<file path="src/rtl/hex_stream_pkg.sv">
// Shared types and constants for the hex word streamer.
//   hs_state_t      : streamer FSM states
//   ASCII_*         : control / separator characters
//   nibble_to_ascii : one 4-bit value to its lowercase hex character
package hex_stream_pkg;

  typedef enum logic [3:0] {
    ST_IDLE,
    ST_CONV,
    ST_SEND3,
    ST_SEND2,
    ST_SEND1,
    ST_SEND0,
    ST_SEP,
    ST_CR,
    ST_LF
  } hs_state_t;

  localparam logic [7:0] ASCII_CR = 8'h0D;
  localparam logic [7:0] ASCII_LF = 8'h0A;
  localparam logic [7:0] ASCII_SP = 8'h20;

  // 0..9 map to '0'..'9' (0x30..); 10..15 map to 'a'..'f' (0x61 - 10 = 0x57).
  function automatic logic [7:0] nibble_to_ascii(input logic [3:0] nib);
    return (nib < 4'd10) ? (8'h30 + {4'h0, nib}) : (8'h57 + {4'h0, nib});
  endfunction

endpackage

</file>
<file path="src/rtl/hex_word_streamer_if.sv">
// Word-in / character-out bus of the hex word streamer.
// Signal prefixes are from the streamer's point of view.
//   i_word, i_word_valid, o_word_ready : word producer handshake
//   i_flush                            : one-cycle request to end a partial line
//   o_char, o_char_valid, i_char_ready : byte stream toward the transmit FIFO
//   o_busy                             : streamer not idle or flush pending
// Modports: slave = the streamer, master = producer/consumer side.
interface hex_word_streamer_if;
  logic [15:0] i_word;
  logic        i_word_valid;
  logic        o_word_ready;
  logic        i_flush;
  logic [7:0]  o_char;
  logic        o_char_valid;
  logic        i_char_ready;
  logic        o_busy;

  modport slave (
    input  i_word, i_word_valid, i_flush, i_char_ready,
    output o_word_ready, o_char, o_char_valid, o_busy
  );

  modport master (
    output i_word, i_word_valid, i_flush, i_char_ready,
    input  o_word_ready, o_char, o_char_valid, o_busy
  );
endinterface

</file>
<file path="src/rtl/bin2ascii.sv">
// Registered 16-bit binary to 4-character lowercase hex converter.
// One cycle latency; O_HEX[31:24] holds the character for I_BIN[15:12].
//   I_CLK  : clock
//   I_RSTF : asynchronous active-low reset
//   I_BIN  : binary word
//   O_HEX  : four ASCII characters, most significant nibble in the top byte
module bin2ascii
  import hex_stream_pkg::*;
(
  input  logic        I_CLK,
  input  logic        I_RSTF,
  input  logic [15:0] I_BIN,
  output logic [31:0] O_HEX
);

  logic [31:0] w_hex;
  logic [31:0] r_hex;

  assign w_hex = {nibble_to_ascii(I_BIN[15:12]), nibble_to_ascii(I_BIN[11:8]),
                  nibble_to_ascii(I_BIN[7:4]),   nibble_to_ascii(I_BIN[3:0])};

  // NOTE: flops use non-blocking assignments so every register samples pre-edge values.
  always_ff @(posedge I_CLK or negedge I_RSTF) begin
    if (!I_RSTF) r_hex <= '0;
    else         r_hex <= w_hex;
  end

  assign O_HEX = r_hex;

endmodule

</file>
<file path="src/rtl/hex_word_streamer.sv">
// Serialises 16-bit words as lowercase hex text: four characters per word,
// then SEPARATOR, or CR LF when the line holds WORDS_PER_LINE words or a
// flush ends a partial line.
//   I_CLK  : clock
//   I_RSTF : asynchronous active-low reset
//   bus    : word handshake, flush request, character stream, busy flag
module hex_word_streamer
  import hex_stream_pkg::*;
#(
  parameter int unsigned WORDS_PER_LINE = 8,
  parameter logic [7:0]  SEPARATOR      = ASCII_SP
) (
  input  logic               I_CLK,
  input  logic               I_RSTF,
  hex_word_streamer_if.slave bus
);

  // Index of the last word on a line; line_cnt never goes past it.
  localparam logic [7:0] LAST_IDX = 8'(WORDS_PER_LINE - 1);

  hs_state_t   r_state,      w_state_nxt;
  logic [7:0]  r_line_cnt,   w_line_cnt_nxt;
  logic        r_flush_pend, w_flush_pend_nxt;
  logic [15:0] r_word_q,     w_word_q_nxt;

  logic [31:0] w_hex;
  logic        w_char_valid;
  logic [7:0]  w_char;
  logic        w_hs;
  logic        w_flush_now;

  bin2ascii u_conv (
    .I_CLK (I_CLK),
    .I_RSTF(I_RSTF),
    .I_BIN (r_word_q),
    .O_HEX (w_hex)
  );

  // Character mux: a function of registered state and converter output only,
  // so i_char_ready never reaches an output combinationally.
  // NOTE: every always_comb output gets a default first, so no path infers a latch.
  always_comb begin
    w_char_valid = 1'b0;
    w_char       = 8'h00;
    case (r_state)
      ST_SEND3: begin w_char_valid = 1'b1; w_char = w_hex[31:24]; end
      ST_SEND2: begin w_char_valid = 1'b1; w_char = w_hex[23:16]; end
      ST_SEND1: begin w_char_valid = 1'b1; w_char = w_hex[15:8];  end
      ST_SEND0: begin w_char_valid = 1'b1; w_char = w_hex[7:0];   end
      ST_SEP:   begin w_char_valid = 1'b1; w_char = SEPARATOR;    end
      ST_CR:    begin w_char_valid = 1'b1; w_char = ASCII_CR;     end
      ST_LF:    begin w_char_valid = 1'b1; w_char = ASCII_LF;     end
      default:  ;
    endcase
  end

  assign w_hs = w_char_valid && bus.i_char_ready;

  // A fresh flush in IDLE is serviced at once unless a word arrives with it;
  // in that case the word goes first and the flush waits in flush_pend.
  assign w_flush_now = r_flush_pend || (bus.i_flush && !bus.i_word_valid);

  always_comb begin
    w_state_nxt      = r_state;
    w_line_cnt_nxt   = r_line_cnt;
    w_flush_pend_nxt = r_flush_pend || bus.i_flush;
    w_word_q_nxt     = r_word_q;

    case (r_state)
      ST_IDLE: begin
        if (w_flush_now) begin
          // An empty line needs no CR LF; the request is simply dropped.
          w_flush_pend_nxt = 1'b0;
          if (r_line_cnt != 8'd0) w_state_nxt = ST_CR;
        end else if (bus.i_word_valid) begin
          w_word_q_nxt = bus.i_word;
          w_state_nxt  = ST_CONV;
        end
      end
      ST_CONV:  w_state_nxt = ST_SEND3;
      ST_SEND3: if (w_hs) w_state_nxt = ST_SEND2;
      ST_SEND2: if (w_hs) w_state_nxt = ST_SEND1;
      ST_SEND1: if (w_hs) w_state_nxt = ST_SEND0;
      ST_SEND0: begin
        if (w_hs) begin
          if (r_line_cnt == LAST_IDX) begin
            w_state_nxt = ST_CR;
          end else begin
            w_state_nxt    = ST_SEP;
            w_line_cnt_nxt = r_line_cnt + 8'd1;
          end
        end
      end
      ST_SEP: if (w_hs) w_state_nxt = ST_IDLE;
      ST_CR:  if (w_hs) w_state_nxt = ST_LF;
      ST_LF: begin
        if (w_hs) begin
          w_state_nxt    = ST_IDLE;
          w_line_cnt_nxt = 8'd0;
        end
      end
      default: w_state_nxt = ST_IDLE;
    endcase
  end

  // NOTE: word_q is reset as well, so the converter output is defined from the first cycle.
  always_ff @(posedge I_CLK or negedge I_RSTF) begin
    if (!I_RSTF) begin
      r_state      <= ST_IDLE;
      r_line_cnt   <= 8'd0;
      r_flush_pend <= 1'b0;
      r_word_q     <= 16'h0000;
    end else begin
      r_state      <= w_state_nxt;
      r_line_cnt   <= w_line_cnt_nxt;
      r_flush_pend <= w_flush_pend_nxt;
      r_word_q     <= w_word_q_nxt;
    end
  end

  assign bus.o_char       = w_char;
  assign bus.o_char_valid = w_char_valid;
  assign bus.o_word_ready = (r_state == ST_IDLE) && !r_flush_pend;
  assign bus.o_busy       = (r_state != ST_IDLE) || r_flush_pend;

endmodule

</file>
<file path="src/flat_wrapper.sv">
// flat-port wrapper written by rule: the top's interface ports become plain ports
module hex_word_streamer_flat import hex_stream_pkg::*;
#(
  parameter int unsigned WORDS_PER_LINE = 8,
  parameter logic [7:0]  SEPARATOR      = ASCII_SP
)
  (I_CLK, I_RSTF, bus_i_word, bus_i_word_valid, bus_i_flush, bus_i_char_ready, bus_o_word_ready, bus_o_char, bus_o_char_valid, bus_o_busy);
  hex_word_streamer_if bus_i ();
  input  logic I_CLK;
  input  logic I_RSTF;
  input wire logic [$bits(bus_i.i_word)-1:0] bus_i_word;
  input wire logic [$bits(bus_i.i_word_valid)-1:0] bus_i_word_valid;
  input wire logic [$bits(bus_i.i_flush)-1:0] bus_i_flush;
  input wire logic [$bits(bus_i.i_char_ready)-1:0] bus_i_char_ready;
  output wire logic [$bits(bus_i.o_word_ready)-1:0] bus_o_word_ready;
  output wire logic [$bits(bus_i.o_char)-1:0] bus_o_char;
  output wire logic [$bits(bus_i.o_char_valid)-1:0] bus_o_char_valid;
  output wire logic [$bits(bus_i.o_busy)-1:0] bus_o_busy;
  assign bus_i.i_word = bus_i_word;
  assign bus_i.i_word_valid = bus_i_word_valid;
  assign bus_i.i_flush = bus_i_flush;
  assign bus_i.i_char_ready = bus_i_char_ready;
  assign bus_o_word_ready = bus_i.o_word_ready;
  assign bus_o_char = bus_i.o_char;
  assign bus_o_char_valid = bus_i.o_char_valid;
  assign bus_o_busy = bus_i.o_busy;
  hex_word_streamer #(.WORDS_PER_LINE(WORDS_PER_LINE), .SEPARATOR(SEPARATOR)) u_core (.I_CLK(I_CLK), .I_RSTF(I_RSTF), .bus(bus_i));
endmodule
</file>
<file path="config.mk">
export PLATFORM = sky130hd
export DESIGN_NAME = hex_word_streamer_flat
export DESIGN_NICKNAME = d
export VERILOG_FILES = /design/src/rtl/hex_stream_pkg.sv /design/src/rtl/hex_word_streamer_if.sv /design/src/rtl/bin2ascii.sv /design/src/rtl/hex_word_streamer.sv /design/src/flat_wrapper.sv
export SDC_FILE = /design/constraint.sdc
export NUM_CORES = 1
export LEC_CHECK = 0
export ABC_CLOCK_PERIOD_IN_PS = 1900
export CORE_UTILIZATION = 45
export CTS_CLUSTER_SIZE = 20
export DETAILED_ROUTE_END_ITERATION = 16
export GPL_TIMING_DRIVEN = 0
export PLACE_DENSITY_LB_ADDON = 0.25
export SLEW_MARGIN = 20
export SYNTH_ARGS = -nofsm -noshare
export SYNTH_HDL_FRONTEND = slang
export SYNTH_SLANG_ARGS = --single-unit
</file>
<file path="constraint.sdc">
create_clock -name I_CLK -period 1.9 [get_ports I_CLK]
set_input_delay 0.19 -clock I_CLK [delete_from_list [all_inputs] [get_ports I_CLK]]
set_output_delay 0.19 -clock I_CLK [all_outputs]
set_load 0.02 [all_outputs]
</file>
; ---- Word level (Yosys, flattened, before mapping)
; Index checks and enable logic that the tools add are counted.
[totals]
regBits = 61
[op_classes]
n_lt_le_gt_ge = 4
add_sub_neg = 9
bitwise = 1
eq_ne = 19
muxes = 23
n_reduce_logical = 17
[ops]
columns = cell, n
row1 = two-way mux 8 bit, 7
row2 = one-hot mux 8 bit (7 select lines), 1
row3 = two-way mux 4 bit, 9
row4 = "adder 7 x 4 -> 8 bit, first input constant", 4
row5 = one-hot mux 4 bit (8 select lines), 1
row6 = "adder 6 x 4 -> 7 bit, first input constant", 4
row7 = "equality test 4 x 3 -> 1 bit, second input constant", 4
row8 = "< comparator 4 bit, second input constant", 4
row9 = one-hot mux 8 bit (2 select lines), 1
row10 = "!= test 2 x 1 -> 1 bit, second input constant", 7
row11 = "adder 8 x 1 -> 8 bit, second input constant", 1
row12 = "equality test 4 x 2 -> 1 bit, second input constant", 2
row13 = "equality test 8 x 3 -> 1 bit, second input constant", 1
row14 = AND reduction 8 bit, 1
row15 = nonzero test 8 bit, 1
row16 = OR reduction 7 bit, 1
row17 = "equality test 4 x 1 -> 1 bit, second input constant", 1
row18 = "equality test 4 bit, second input constant", 1
row19 = zero test 4 bit, 1
row20 = two-way mux 1 bit, 4
row21 = AND reduction 4 bit, 1
row22 = nonzero test 4 bit, 1
row23 = logical AND 1 bit, 3
row24 = logical OR 1 bit, 3
row25 = 8 further kinds, 9

; ---- Depth between registers and ports, before layout
; Gate-level depths: netlist of the first run.
[logic_depth]
ltp_word = 6
ltp_mapped = 6
depth_no_buf = 6

; ---- By module
; Synthesis of the first run repeated with hierarchy kept, for this count alone.
[unflattened]
hier_cells = 264
area_unflattened_um2 = 2829.0
[modules_own_cells]
columns = mod, area_each_um2, cells_per_inst, n_inst
row1 = hex_word_streamer, 1752.9, 175, 1
row2 = bin2ascii, 1076.0, 89, 1

; ---- Least setup slack after synthesis of the first run
; OpenSTA, ideal clock, no wires.
[synth_path]
kind = register to register
from = reg u_core.r_state[2]
to = reg u_core.r_word_q[6]
t_arrival_ps = 1882
slack_ps = -109
synth_period_minus_slack_ps = 2009
path_buffers = 2
stages_incl_launch_ff = 7
required_time_ps = 1772
setup_time_ps = 128
cell_sequence = dfrtp_1 > clkbuf_1 > nor4_1 > and2b_1 > nand2_2 > buf_2 > mux2_1
[synth_via]
elab_chain_cells = 2
[synth_lines]
columns = element, line
row1 = "start, declared", hex_word_streamer.sv:21  ; hs_state_t r_state, w_state_nxt;
row2 = "start signal, assigned", hex_word_streamer.sv:114  ; r_state <= w_state_nxt;
row3 = zero test 4 bit, hex_word_streamer.sv:69  ; case (r_state)
row4 = AND reduction 3 bit (no source line), -
row5 = "end signal, assigned", hex_word_streamer.sv:117  ; r_word_q <= w_word_q_nxt;
row6 = "end, declared", hex_word_streamer.sv:24  ; logic [15:0] r_word_q, w_word_q_nxt;
; No other way between the ends.
; A chain may end at the register's enable or synchronous reset.

; ---- Final worst setup path of the first run
[layout_path]
from = reg u_core.r_state[2]
to = out bus_o_busy
[layout_via]
elab_chain_cells = 2
[layout_lines]
columns = element, line
row1 = nonzero test 4 bit, hex_word_streamer.sv:124  ; assign bus.o_busy = (r_state != ST_IDLE) || r_flush_pend;
row2 = logical OR 1 bit, hex_word_streamer.sv:124
row3 = "end, declared", flat_wrapper.sv:18  ; output wire logic [$bits(bus_i.o_busy)-1:0] bus_o_busy;
; No other way between the ends.

==> results of run 1 <==
[final cells by class]
cell class              count  area (µm²)  area share, %
clock buffers               9         124           3.11
repair buffers             63         603           15.2
flip-flops and latches     57        1430           35.9
clock inverters             6         108           2.70
plain buffers              10         136           3.43
well taps                  75        93.8           2.36
multi-input cells         172        1420           35.7
inverters                  17        66.3           1.67
[worst paths after layout]
kind	endpoint	slack, ns	cells after the start
max	bus_o_busy	-0.15	7
min	u_core.r_state[3]	0.21	2
max reg2reg	u_core.r_word_q[8]	-0.12	8
min reg2reg	u_core.u_conv.O_HEX[19]	0.51	1
max in group asynchronous	u_core.r_state[1]	0.94	2
min in group asynchronous	u_core.r_line_cnt[5]	0.42	2
[synth_stat cells, drive strengths merged, types with 3 or more instances]
| cell | instances | area share, % |
|---|---|---|
| a211oi | 3 | 0.82 |
| nor2 | 11 | 1.5 |
| nor3 | 4 | 0.73 |
| dfrtp | 57 | 52 |
| xnor2 | 10 | 3.2 |
| inv | 17 | 2.3 |
| o31ai | 3 | 0.82 |
| nand2 | 19 | 2.7 |
| nand3 | 5 | 0.91 |
| o21a | 4 | 1.1 |
| clkbuf | 6 | 0.82 |
| buf | 4 | 1.1 |
| ha | 6 | 2.7 |
| a21oi | 22 | 4.0 |
| mux2 | 17 | 7.0 |
| mux2i | 6 | 2.2 |
| a21o | 3 | 1.1 |
| nor3b | 4 | 1.1 |
| o21ai | 14 | 2.7 |
[worst reg2reg max path: stages (launching register included)]
cell and delay [ns]:
dfrtp_1 0.40, buf_8 0.14, buf_4 0.13, buf_6 0.11, nor4_4 0.31, and2b_2 0.26, nand2_4 0.11, buf_8 0.15
mux2_4 0.29
[logic make-up after synthesis]
kind of cell	after synthesis	synth area share, %
AOI/OAI and AO/OA	63	15.0
xor gates and xnor gates	10	3.20
other	2	0.274
DFF	57	52.1
muxes	23	9.19
adders and majority gates	6	2.74
and+or+nand+nor	65	13.3
buffers and inverters	27	4.21
[metal layers]
| metal | wire [µm] | global-route usage, % |
|---|---|---|
| met5 | 0 | 0 |
| met4 | 169 | 10.2 |
| met3 | 288 | 4.80 |
| met2 | 3180 | 31.3 |
| met1 | 2660 | 27.0 |
[stage by stage]
step,util (%),total power (µW),instances
global route,67.6,7140,409
finish,67.6,6750,409
global placement,53.4,4250,360
CTS,61.2,6030,390
floorplan,-,3600,256
detailed placement,53.4,4310,360
[where the power goes]
group | switching (µW) | internal, µW
clock | 481 | 858
sequential | 391 | 1690
combinational | 1550 | 1780
[registers in the layout (all words and copies together), names as in the netlist]
name / count
u_core.r_flush_pend: 1
u_core.r_line_cnt: 8
u_core.r_state: 4
u_core.r_word_q: 16
u_core.u_conv.O_HEX: 28
[what timing repair did]
item                       CTS  global route
gates cloned                 0             2
hold buffers                 1             0
hold endpoints to repair    57             0
pin swaps                   10            14
resized for setup           84            57
setup buffers               14            17
setup endpoints to repair   23            26
==> results.tsv, run 1 <==
metric	value	unit
wire_per_inst	15.4	µm
layout_commonest_cell	dfrtp_1	
yosys_warnings	0	
cts_max_level	3	
postSynthCellCount	253	
clock_skew	0.00621	ns
maxSlewHeadroom	53.1	%
start_kind	register	
clock_path_buffers	2	
antenna_found_initial	0	
final_cell_mix	dfrtp_1, buf_4, clkdlybuf4s50_1, nand2_1	
ios	32	
drv_slew	0	
cp_cell_sequence	buf_8 -> buf_4 -> buf_6 -> nor4_4 -> and2b_2 -> inv_2 -> buf_6	
vias_per_cell	5.44	
fp.coreArea	5890	µm²
async_reset_ff_share	100	%
pre_cts_slack	-0.663	ns
hpwlAfterDp	3590	µm
hold_viol	0	
worstPathRequired	1.71	ns
ys_seq_elements	57	
synth_area	2740	µm²
cts_root_buf	clkbuf_8	
clkLatencyLatePin	0.34	ns
setup_ws	-0.147	ns
antenna_cells	0	
hold_start	bus_i_char_ready	
rows	28	
grt_pass1_vias	2001	
die_x	80.0	µm
crit_path_max_incr_delay	0.40	ns
cts_tree	built	
port_buffers	29	
clock-sinks	57	
ir_drop	0.00110	V
drtAntennaViolNets	0	
area_delta_synth_final	45.5	%
finalCritPeriodShare	108	%
drive_gt1_share	40.1	%
worstSetupStartpoint	u_core.r_state[2]	
drc	0	
drt_iter0_markers	130	
chipHeight	80.0	µm
cap_viol_max_count	0	
start_util	46.5	%
p_leak	0.00175	µW
timing.fmax	0.489	GHz
power_density	1700	nW/µm²
hold_class	input port to register	
yosysSeqAreaShare	52.1	%
synth-main-ff-cell	dfrtp_1	
path_buf_inv	5	
synth_edf_count	0	
synth.avg_cell_area	10.8	µm²
critPathKind	register to output port	
violations	setup timing	
grt_overflow	0	
worstSetupEndpointType	output port	
synth.distinct_cells	51	
whs	0.209	ns
final_nets	357	
track_usage	20.4	%
wl	6300	µm
cts_buffers	9	
cpMostUsedCell	buf_6	
cp.arrival	1.86	ns
cpLargestDelayFamily	simple AND/OR/NAND/NOR gates	
path_clk_slew	0.06	ns
rsz0062_at_grt	true	
grt_pass1_wl	9590	µm
place_area	3140	µm²
finish.instance_area	3980	µm²
grt_max_degree	58	
r2r_start	u_core.r_state[2]	
nFillCells	430	
setup_viol	24	
place_congestion	0.828	
slowest_stage	dfrtp_1	
firstDrtPassIters	4	
setup_tns	-2.23	ns
cp_max_fo	6	
num_vias	2226	
outcome	complete, but fails checks	
worst_slew_pin_slew	0.704	ns
fin_crit	2.05	ns
die_area	6400	µm²
(Power assumes the default switching activity.)
==> inputs of run 2 (changes only) <==
--- a/config.mk
+++ b/config.mk
@@ -6,12 +6,12 @@
 export NUM_CORES = 1
 export LEC_CHECK = 0
 export ABC_CLOCK_PERIOD_IN_PS = 1900
+export CORE_MARGIN = 10
 export CORE_UTILIZATION = 45
 export CTS_CLUSTER_SIZE = 20
 export DETAILED_ROUTE_END_ITERATION = 16
 export GPL_TIMING_DRIVEN = 0
 export PLACE_DENSITY_LB_ADDON = 0.25
-export SLEW_MARGIN = 20
 export SYNTH_ARGS = -nofsm -noshare
 export SYNTH_HDL_FRONTEND = slang
 export SYNTH_SLANG_ARGS = --single-unit
==> run 2 against run 1 <==
Effect of this change:
- the flow still finishes with violations (setup timing)
- fmax is 3.7% higher
- first-iteration DRC count decreased by 52%
- final cell count down 3.7%
- register-to-register slack gained 0.09 ns
- flip-flop and latch count unchanged
- routed wire length is 1.7% lower
- critical path depth did not move
- cell area down 6.7%
- global-route usage is 8.0 points lower
- largest power group unchanged
- total power shrank 8.0%
- worst setup slack gained 0.072 ns
- count of clock-buffer cells in the layout increased by 4
==> results.tsv, run 2 (synthesis results as in run 1) <==
metric	value	unit
outcome	complete, but fails checks	
violations	setup timing	
grt_overflow	0	
nFillCells	450	
num_vias	2130	
p_comb_share	45.4	%
firstDrtPassIters	4	
drc	0	
chipHeight	98.0	µm
finish.instance_area	3710	µm²
path_clk_slew	0.06	ns
start_kind	register	
area_delta_synth_final	35.7	%
port_buffers	29	
hold_start	bus_i_char_ready	
track_usage	12.4	%
seqCellArea	1430	µm²
start_util	46.2	%
grt_pass1_wl	9940	µm
grt_pass1_vias	2092	
worstPathRequired	1.71	ns
ir_drop	0.000806	V
drtAntennaViolNets	0	
clock_path_buffers	2	
cp.arrival	1.78	ns
layout_commonest_cell	dfrtp_1	
place_area	3160	µm²
cts_root_buf	clkbuf_8	
swShare	36.2	%
die_x	98.0	µm
setup_tns	-0.271	ns
largest_reg_flops	28	
p_leak	0.00162	µW
multi_input_area	1360	µm²
ios	32	
grt_max_degree	42	
rows	28	
fp.coreArea	5920	µm²
drive_gt1_share	32.9	%
wl	6190	µm
power_density	1670	nW/µm²
clkLatencyLatePin	0.33	ns
cts_buffers	9	
worstSetupStartpoint	u_core.r_state[2]	
hold_viol	0	
cts_tree	built	
clock-sinks	57	
switching_power	2250	µW
final_cell_mix	dfrtp_1, buf_4, nand2_1, clkdlybuf4s50_1, inv_1	
antenna_found_initial	0	
rsz0062_at_grt	true	
finalCritPeriodShare	104	%
place_congestion	0.843	
die_area	9600	µm²
final_nets	342	
power_frac_clock	21.1	%
power_frac_seq	33.6	%
cap_viol_max_count	0	
cts_max_level	3	
timing.fmax	0.506	GHz
intPower	3960	µW
r2r_start	u_core.r_state[1]	
cp_max_fo	6	
drt_iter0_markers	63	
fin_crit	1.97	ns
vias_per_cell	5.41	
setup_viol	5	
setup_ws	-0.0743	ns
hold_class	input port to register	
worstSetupEndpointType	output port	
critPathKind	register to output port	
wire_per_inst	15.7	µm
antenna_cells	0	
clock_skew	0.00764	ns
hpwlAfterDp	3920	µm
drv_slew	0	
-- run 2: cell count changes in the layout (fill, tap and decap cells not counted), sizes merged --
cell	previous run	this run
buf	49	34
bufinv	3	2
clkbuf	14	18
clkinv	2	0
clkinvlp	1	0
-- run 2: cell type report --
| class | count | area share, % |
|---|---|---|
| Clock inverter | 2 | 1.62 |
| Tap cell | 75 | 2.53 |
| Clock buffer | 13 | 4.55 |
| Buffer | 7 | 2.19 |
| Multi-Input combinational cell | 172 | 36.7 |
| Timing Repair Buffer | 51 | 12.0 |
| Sequential cell | 57 | 38.5 |
| Inverter | 17 | 1.85 |
-- run 2: critical path, stage by stage (launching register included) --
cell     delay [ns]
dfrtp_1        0.40
buf_8          0.14
buf_4          0.12
or3b_4         0.38
a21oi_4        0.14
a21oi_2        0.04
nor2_1         0.09
buf_4          0.15
-- run 2: per-stage QoR --
stage | hold slack (ns) | power [µW] | utilization (%) | std cells | setup slack (ns)
2_1_floorplan | -0.106 | 3600 | - | 256 | 0.00826
3_3_place_gp | 0.479 | 4270 | 53.1 | 360 | -1.11
3_5_place_dp | 0.150 | 4320 | 53.4 | 361 | -0.674
4_1_cts | 0.207 | 6010 | 61.0 | 391 | -0.159
5_1_grt | 0.235 | 6620 | 62.7 | 394 | -0.168
6_report | 0.217 | 6210 | 62.7 | 394 | -0.0743
-- run 2: metal layers --
metal / part of all wire, % / GRT usage [%]
met3: 5.0 / 3.88
met2: 50 / 20.4
met5: 0 / 0
met1: 43 / 14.8
met4: 1.5 / 4.81
-- run 2: timing repair --
action | CTS | global route
hold endpoints to repair | 16 | 0
setup endpoints to repair | 22 | 15
resized for setup | 79 | 31
hold buffers | 1 | 0
setup buffers | 15 | 5
cloned | 0 | 0
pin swaps | 10 | 11
-- run 2: final timing paths --
path / to / slack, ns / cells past startpoint
hold reg to reg: u_core.r_word_q[8] / 0.49 / 1
setup / recovery: bus_o_char[2] / -0.07 / 7
max in group asynchronous: u_core.r_state[1] / 1.01 / 3
hold / removal: u_core.r_state[3] / 0.22 / 2
setup reg to reg: u_core.r_line_cnt[5] / -0.03 / 6
min in group asynchronous: u_core.r_line_cnt[5] / 0.33 / 2
-- run 2: power groups by stage --
stage                     clock [µW]  combinational [µW]  sequential (µW)
after floorplan                    0                1640             1960
after global placement             0                2210             2060
after detailed placement           0                2240             2070
after CTS                       1330                2640             2040
after global routing            1390                3080             2150
final                           1310                2820             2080
